### src/rtl/fetch_controller_pkg.sv
// Shared encodings for the multi-cycle fetch/execute controller: state and opcode
// constants plus a small status helper.
package fetch_controller_pkg;

    localparam int unsigned StateW = 3;
    localparam int unsigned OpW    = 3;

    typedef enum logic [StateW-1:0] {
        StIdle   = 3'd0,
        StFetch  = 3'd1,
        StDecode = 3'd2,
        StExec   = 3'd3,
        StMem    = 3'd4,
        StWb     = 3'd5,
        StHalt   = 3'd6
    } state_e;

    typedef enum logic [OpW-1:0] {
        OpAdd   = 3'b000,
        OpAddi  = 3'b001,
        OpLoad  = 3'b010,
        OpStore = 3'b011,
        OpBeq   = 3'b100,
        OpJmp   = 3'b101,
        OpNop   = 3'b110,
        OpHalt  = 3'b111
    } opcode_e;

    function automatic logic state_busy(state_e st);
        return (st != StIdle) && (st != StHalt);
    endfunction

endpackage

### src/rtl/fetch_controller_if.sv
// Control/status bundle between the fetch controller and its datapath/memory side.
interface fetch_controller_if
    import fetch_controller_pkg::*;
#(
    parameter int unsigned CNT_W = 8
);
    logic             Start;
    logic [OpW-1:0]   Opcode;
    logic             Zero;
    logic             Mem_Ready;
    logic             Mem_Read;
    logic             Mem_Write;
    logic             IR_Write;
    logic             Reg_Write;
    logic             PC_Write;
    logic             Branch;
    logic             Busy;
    logic             Halted;
    logic [CNT_W-1:0] Instr_Count;

    modport master (
        output Start, Opcode, Zero, Mem_Ready,
        input  Mem_Read, Mem_Write, IR_Write, Reg_Write, PC_Write, Branch, Busy, Halted,
               Instr_Count
    );

    modport slave (
        input  Start, Opcode, Zero, Mem_Ready,
        output Mem_Read, Mem_Write, IR_Write, Reg_Write, PC_Write, Branch, Busy, Halted,
               Instr_Count
    );
endinterface

### src/rtl/fetch_controller.sv
// Multi-cycle instruction sequencer: fetch, decode, execute, memory and write-back
// control strobes, with a retired-instruction counter stepped on every PC update.
module fetch_controller
    import fetch_controller_pkg::*;
#(
    parameter int unsigned CNT_W = 8
) (
    input  logic              Clk,
    input  logic              Reset,
    fetch_controller_if.slave bus
);

    localparam logic [CNT_W-1:0] CntOne = {{(CNT_W-1){1'b0}}, 1'b1};

    state_e           state_q, state_d;
    opcode_e          opcode_q, opcode_d;
    logic [CNT_W-1:0] count_q, count_d;

    logic mem_read, mem_write, ir_write, reg_write, pc_write, branch;

    always_ff @(posedge Clk or negedge Reset) begin
        if (!Reset) begin
            state_q  <= StIdle;
            opcode_q <= OpAdd;
            count_q  <= '0;
        end else begin
            state_q  <= state_d;
            opcode_q <= opcode_d;
            count_q  <= count_d;
        end
    end

    // Strobes depend only on state, latched opcode, Zero and Mem_Ready; Start only steers IDLE.
    always_comb begin
        state_d   = state_q;
        opcode_d  = opcode_q;
        mem_read  = 1'b0;
        mem_write = 1'b0;
        ir_write  = 1'b0;
        reg_write = 1'b0;
        pc_write  = 1'b0;
        branch    = 1'b0;

        case (state_q)
            StIdle: begin
                if (bus.Start) state_d = StFetch;
            end
            StFetch: begin
                mem_read = 1'b1;
                if (bus.Mem_Ready) begin
                    ir_write = 1'b1;
                    opcode_d = opcode_e'(bus.Opcode);
                    state_d  = StDecode;
                end
            end
            StDecode: begin
                case (opcode_q)
                    OpHalt: state_d = StHalt;
                    OpNop: begin
                        pc_write = 1'b1;
                        state_d  = StFetch;
                    end
                    default: state_d = StExec;
                endcase
            end
            StExec: begin
                case (opcode_q)
                    OpAdd, OpAddi:   state_d = StWb;
                    OpLoad, OpStore: state_d = StMem;
                    OpBeq: begin
                        pc_write = 1'b1;
                        branch   = bus.Zero;
                        state_d  = StFetch;
                    end
                    OpJmp: begin
                        pc_write = 1'b1;
                        branch   = 1'b1;
                        state_d  = StFetch;
                    end
                    default: state_d = StFetch;
                endcase
            end
            StMem: begin
                if (opcode_q == OpLoad) mem_read = 1'b1;
                else                    mem_write = 1'b1;
                if (bus.Mem_Ready) begin
                    if (opcode_q == OpLoad) begin
                        state_d = StWb;
                    end else begin
                        pc_write = 1'b1;
                        state_d  = StFetch;
                    end
                end
            end
            StWb: begin
                reg_write = 1'b1;
                pc_write  = 1'b1;
                state_d   = StFetch;
            end
            StHalt: state_d = StHalt;
            default: state_d = StIdle;
        endcase

        count_d = pc_write ? count_q + CntOne : count_q;
    end

    assign bus.Mem_Read    = mem_read;
    assign bus.Mem_Write   = mem_write;
    assign bus.IR_Write    = ir_write;
    assign bus.Reg_Write   = reg_write;
    assign bus.PC_Write    = pc_write;
    assign bus.Branch      = branch;
    assign bus.Busy        = state_busy(state_q);
    assign bus.Halted      = (state_q == StHalt);
    assign bus.Instr_Count = count_q;

endmodule

### src/flat_wrapper.sv
// flat-port wrapper written by rule: the top's interface ports become plain ports
module fetch_controller_flat import fetch_controller_pkg::*;
#(
    parameter int unsigned CNT_W = 8
)
  (Clk, Reset, bus_Start, bus_Opcode, bus_Zero, bus_Mem_Ready, bus_Mem_Read, bus_Mem_Write, bus_IR_Write, bus_Reg_Write, bus_PC_Write, bus_Branch, bus_Busy, bus_Halted, bus_Instr_Count);
  fetch_controller_if #(.CNT_W(CNT_W)) bus_i ();
  input  logic Clk;
  input  logic Reset;
  input wire logic [$bits(bus_i.Start)-1:0] bus_Start;
  input wire logic [$bits(bus_i.Opcode)-1:0] bus_Opcode;
  input wire logic [$bits(bus_i.Zero)-1:0] bus_Zero;
  input wire logic [$bits(bus_i.Mem_Ready)-1:0] bus_Mem_Ready;
  output wire logic [$bits(bus_i.Mem_Read)-1:0] bus_Mem_Read;
  output wire logic [$bits(bus_i.Mem_Write)-1:0] bus_Mem_Write;
  output wire logic [$bits(bus_i.IR_Write)-1:0] bus_IR_Write;
  output wire logic [$bits(bus_i.Reg_Write)-1:0] bus_Reg_Write;
  output wire logic [$bits(bus_i.PC_Write)-1:0] bus_PC_Write;
  output wire logic [$bits(bus_i.Branch)-1:0] bus_Branch;
  output wire logic [$bits(bus_i.Busy)-1:0] bus_Busy;
  output wire logic [$bits(bus_i.Halted)-1:0] bus_Halted;
  output wire logic [$bits(bus_i.Instr_Count)-1:0] bus_Instr_Count;
  assign bus_i.Start = bus_Start;
  assign bus_i.Opcode = bus_Opcode;
  assign bus_i.Zero = bus_Zero;
  assign bus_i.Mem_Ready = bus_Mem_Ready;
  assign bus_Mem_Read = bus_i.Mem_Read;
  assign bus_Mem_Write = bus_i.Mem_Write;
  assign bus_IR_Write = bus_i.IR_Write;
  assign bus_Reg_Write = bus_i.Reg_Write;
  assign bus_PC_Write = bus_i.PC_Write;
  assign bus_Branch = bus_i.Branch;
  assign bus_Busy = bus_i.Busy;
  assign bus_Halted = bus_i.Halted;
  assign bus_Instr_Count = bus_i.Instr_Count;
  fetch_controller #(.CNT_W(CNT_W)) u_core (.Clk(Clk), .Reset(Reset), .bus(bus_i));
endmodule
### config.mk
export PLATFORM = sky130hd
export DESIGN_NAME = fetch_controller_flat
export DESIGN_NICKNAME = d
export VERILOG_FILES = /design/src/rtl/fetch_controller_pkg.sv /design/src/rtl/fetch_controller_if.sv /design/src/rtl/fetch_controller.sv /design/src/flat_wrapper.sv
export SDC_FILE = /design/constraint.sdc
export NUM_CORES = 1
export LEC_CHECK = 0
export ABC_CLOCK_PERIOD_IN_PS = 2000
export CELL_PAD_IN_SITES_DETAIL_PLACEMENT = 1
export CELL_PAD_IN_SITES_GLOBAL_PLACEMENT = 1
export CORE_ASPECT_RATIO = 1.25
export CORE_UTILIZATION = 35
export CTS_CLUSTER_SIZE = 8
export DETAILED_ROUTE_END_ITERATION = 10
export GPL_TIMING_DRIVEN = 0
export PLACE_DENSITY = 0.77
export RECOVER_POWER = 100
export SLEW_MARGIN = 20
export SYNTH_ARGS = -nofsm -noshare
export SYNTH_HDL_FRONTEND = slang
export SYNTH_SLANG_ARGS = --single-unit
### constraint.sdc
create_clock -name Clk -period 2 [get_ports Clk]
set_clock_uncertainty 0.15 [all_clocks]
set_input_delay 0.3 -clock Clk [delete_from_list [all_inputs] [get_ports Clk]]
set_output_delay 0.3 -clock Clk [all_outputs]
set_load 0.03 [all_outputs]
==> metrics.csv <==
metric,value,unit
maxCapViolCount,0,
multi_input_area,503,um2
met2_usage,0.392,
p_sw_frac,0.460,
synth.avg_cell_area,10.1,um2
final_antenna_net_count,0,
ir_drop,993,uV
outcome,finished with violations,
cts_tree,yes,
period_minus_slack,2220,ps
routed_via_density,5.16,
setup_viol,4,
cp.required,1550,ps
grt_pass1_wl,4110,um
syn_inst,83,
nNetsFinal,135,
start_kind,flop,
wire_per_inst,15.8,um
finish.utilization,0.572,
p_sw,1.06,mW
grt_pass1_vias,838,
clkLatencyLatePin,270,ps
tns,-456,ps
globalRouteOverflowTotal,0,
total_power,2.30,mW
yosysWarnings,0,
n_fill_cell,271,
p_per_area,1800,nW/um2
pwr-share-seq,0.257,
max_freq,451,MHz
syn_area,842,um2
cp_max_fo,2,
first_iter_violations,5,
wl,2470,um
grt_max_degree,15,
cts_sinks,14,
dieArea,2610,um2
syn_nets,92,
p_comb_frac,0.658,
worst_pin_slew,618,ps
antenna_found_initial,0,
drcViolationCount,0,
critPathArrivalTime,1770,ps
synthDistinctLibCells,33,
synth_flop_cell,dfrtp_1,
die_h,56.8,um
vias,805,
hold_violations,0,
gr-usage-met3,0.0193,
top_usage_layer,met2,
p_int,1.24,mW
slew_viol_final,0,
core.rowCount,19,
pwr-share-clk,0.085,
grtUsageTotal,0.217,
synth-async-reset-ratio,1.00,
p_leak,0.544,nW
reg2reg_setup_slack,10,ps
drive_gt1_frac,0.376,
cts_hold_buf,0,
finalCritPeriodShare,1.11,
synth_edf_count,0,
worstSetupPathType,flop to primary output,
gp_congestion,0.748,
htree_levels,1,
initial_utilization,0.377,
ios,24,
violations,negative setup slack,
cp-end-kind,primary output,
die_w,45.9,um
portBuffers,23,
setup_ws,-219,ps
rsz0062_at_grt,true,
ys_seq_area_frac,0.416,
met1_usage,0.248,
synth_seq_cells,14,
dr.pass1.iters,3,
core_area,2230,um2
seq_area,353,um2
ctsRootBufferMaster,clkbuf_4,
dp_hpwl,1560,um
clk_pin_slew_worst_paths,80,ps
cts_made_buffers,3,
slew_headroom,0.586,
clock_path_buffers,2,
holdCritPathClass,input pin to async pin,
areaGrowthSynthToFinish,51.9,%
antenna_cells,0,
[stage by stage]
stage | hold WS, ps | setup WS, ps | cell area [um2] | instances
4_1_cts | 280 | -212 | 1260 | 151
6_report | 329 | -219 | 1280 | 156
3_5_place_dp | 339 | -612 | 1130 | 137
2_1_floorplan | -146 | 24.5 | 860 | 83
5_1_grt | 367 | -271 | 1280 | 156
3_3_place_gp | 305 | -608 | 1130 | 137
[cell type report]
class / instances / area share
buffer: 3 / 0.0137
multi-input combinational: 64 / 0.393
sequential: 14 / 0.276
timing repair buffer: 38 / 0.252
clock buffer: 4 / 0.0284
tap: 31 / 0.0303
inverter: 2 / 0.00587
[critical path, stage by stage (launching register included)]
cell and delay [ps]:
dfrtp_1 420, or3b_4 420, or3b_4 390, a21oi_4 130
buf_6 140
[repair_timing]
item,CTS,global route
pin swaps,6,1
setup endpoints to repair,8,8
setup buffers,10,5
gates resized for setup,47,11
[registers in the layout (all words and copies together), names as in the netlist]
signal,count
u_core.opcode_q,3
u_core.state_q,3
u_core.bus.Instr_Count,8
[final timing paths]
path / cells after the start / startpoint / to
setup / recovery: 4 / u_core.opcode_q[0] / bus_Mem_Read
hold / removal: 1 / Reset / u_core.bus.Instr_Count[5]
setup reg to reg: 6 / u_core.opcode_q[0] / u_core.bus.Instr_Count[2]
hold reg to reg: 1 / u_core.bus.Instr_Count[4] / u_core.bus.Instr_Count[4]
max in group asynchronous: 1 / Reset / u_core.state_q[1]
min in group Clk: 1 / u_core.bus.Instr_Count[4] / u_core.bus.Instr_Count[4]
[logic make-up after synthesis]
| family | Yosys count | synth area share |
|---|---|---|
| AND/OR/NAND/NOR | 35 | 0.273 |
| AO/OA/AOI/OAI | 17 | 0.143 |
| flip-flops | 14 | 0.416 |
| XOR/XNOR | 7 | 0.0728 |
| buffers and inverters | 5 | 0.0238 |
| multiplexers | 4 | 0.0565 |
| adder cells (fa/ha/maj) | 1 | 0.0149 |
[routing by layer]
layer,vias up,part of all wire
li1,379,-
met1,394,0.38
met2,24,0.56
met3,8,0.032
met4,0,0.032
met5,-,0
[cell usage after synthesis, types with 2 or more instances]
| cell type | count | area (um2) |
|---|---|---|
| a21oi_1 | 6 | 30.0 |
| a221oi_1 | 2 | 17.5 |
| and2_1 | 2 | 12.5 |
| and4bb_2 | 3 | 37.5 |
| clkbuf_1 | 2 | 7.51 |
| dfrtp_1 | 14 | 350 |
| inv_1 | 2 | 7.51 |
| mux2_2 | 2 | 22.5 |
| nand2_1 | 4 | 15.0 |
| nand2b_1 | 3 | 18.8 |
| nand3_1 | 6 | 30.0 |
| nor2_1 | 3 | 11.3 |
| nor2b_1 | 5 | 31.3 |
| o21ai_0 | 4 | 20.0 |
| xor2_1 | 7 | 61.3 |
[power by group through the flow]
stage          logic (mW)  registers, mW  clock network, mW
2_1_floorplan       0.688          0.715                  0
3_3_place_gp         1.22          0.606                  0
4_1_cts              1.46          0.582              0.203
5_1_grt              1.61          0.607              0.219
3_5_place_dp         1.25          0.608                  0
6_report             1.51          0.590              0.195
[layout by cell type, fill, tap and decap left out, types with 2 or more instances in the layout]
cell,count
and2_1,2
mux2_2,2
a21oi_1,5
a221oi_1,2
buf_4,13
clkdlybuf4s50_1,9
clkbuf_1,2
and4bb_2,2
or3b_4,2
dfrtp_1,12
clkbuf_2,5
o21ai_0,4
nor2b_2,2
dlygate4sd3_1,6
buf_6,3
clkbuf_4,5
dfrtp_2,2
xor2_1,7
inv_1,2
nor2_1,3
nor2b_1,3
nand2_1,4
nand2b_1,2
nand3_1,6
No activity file was read; power rests on OpenSTA's default activity.
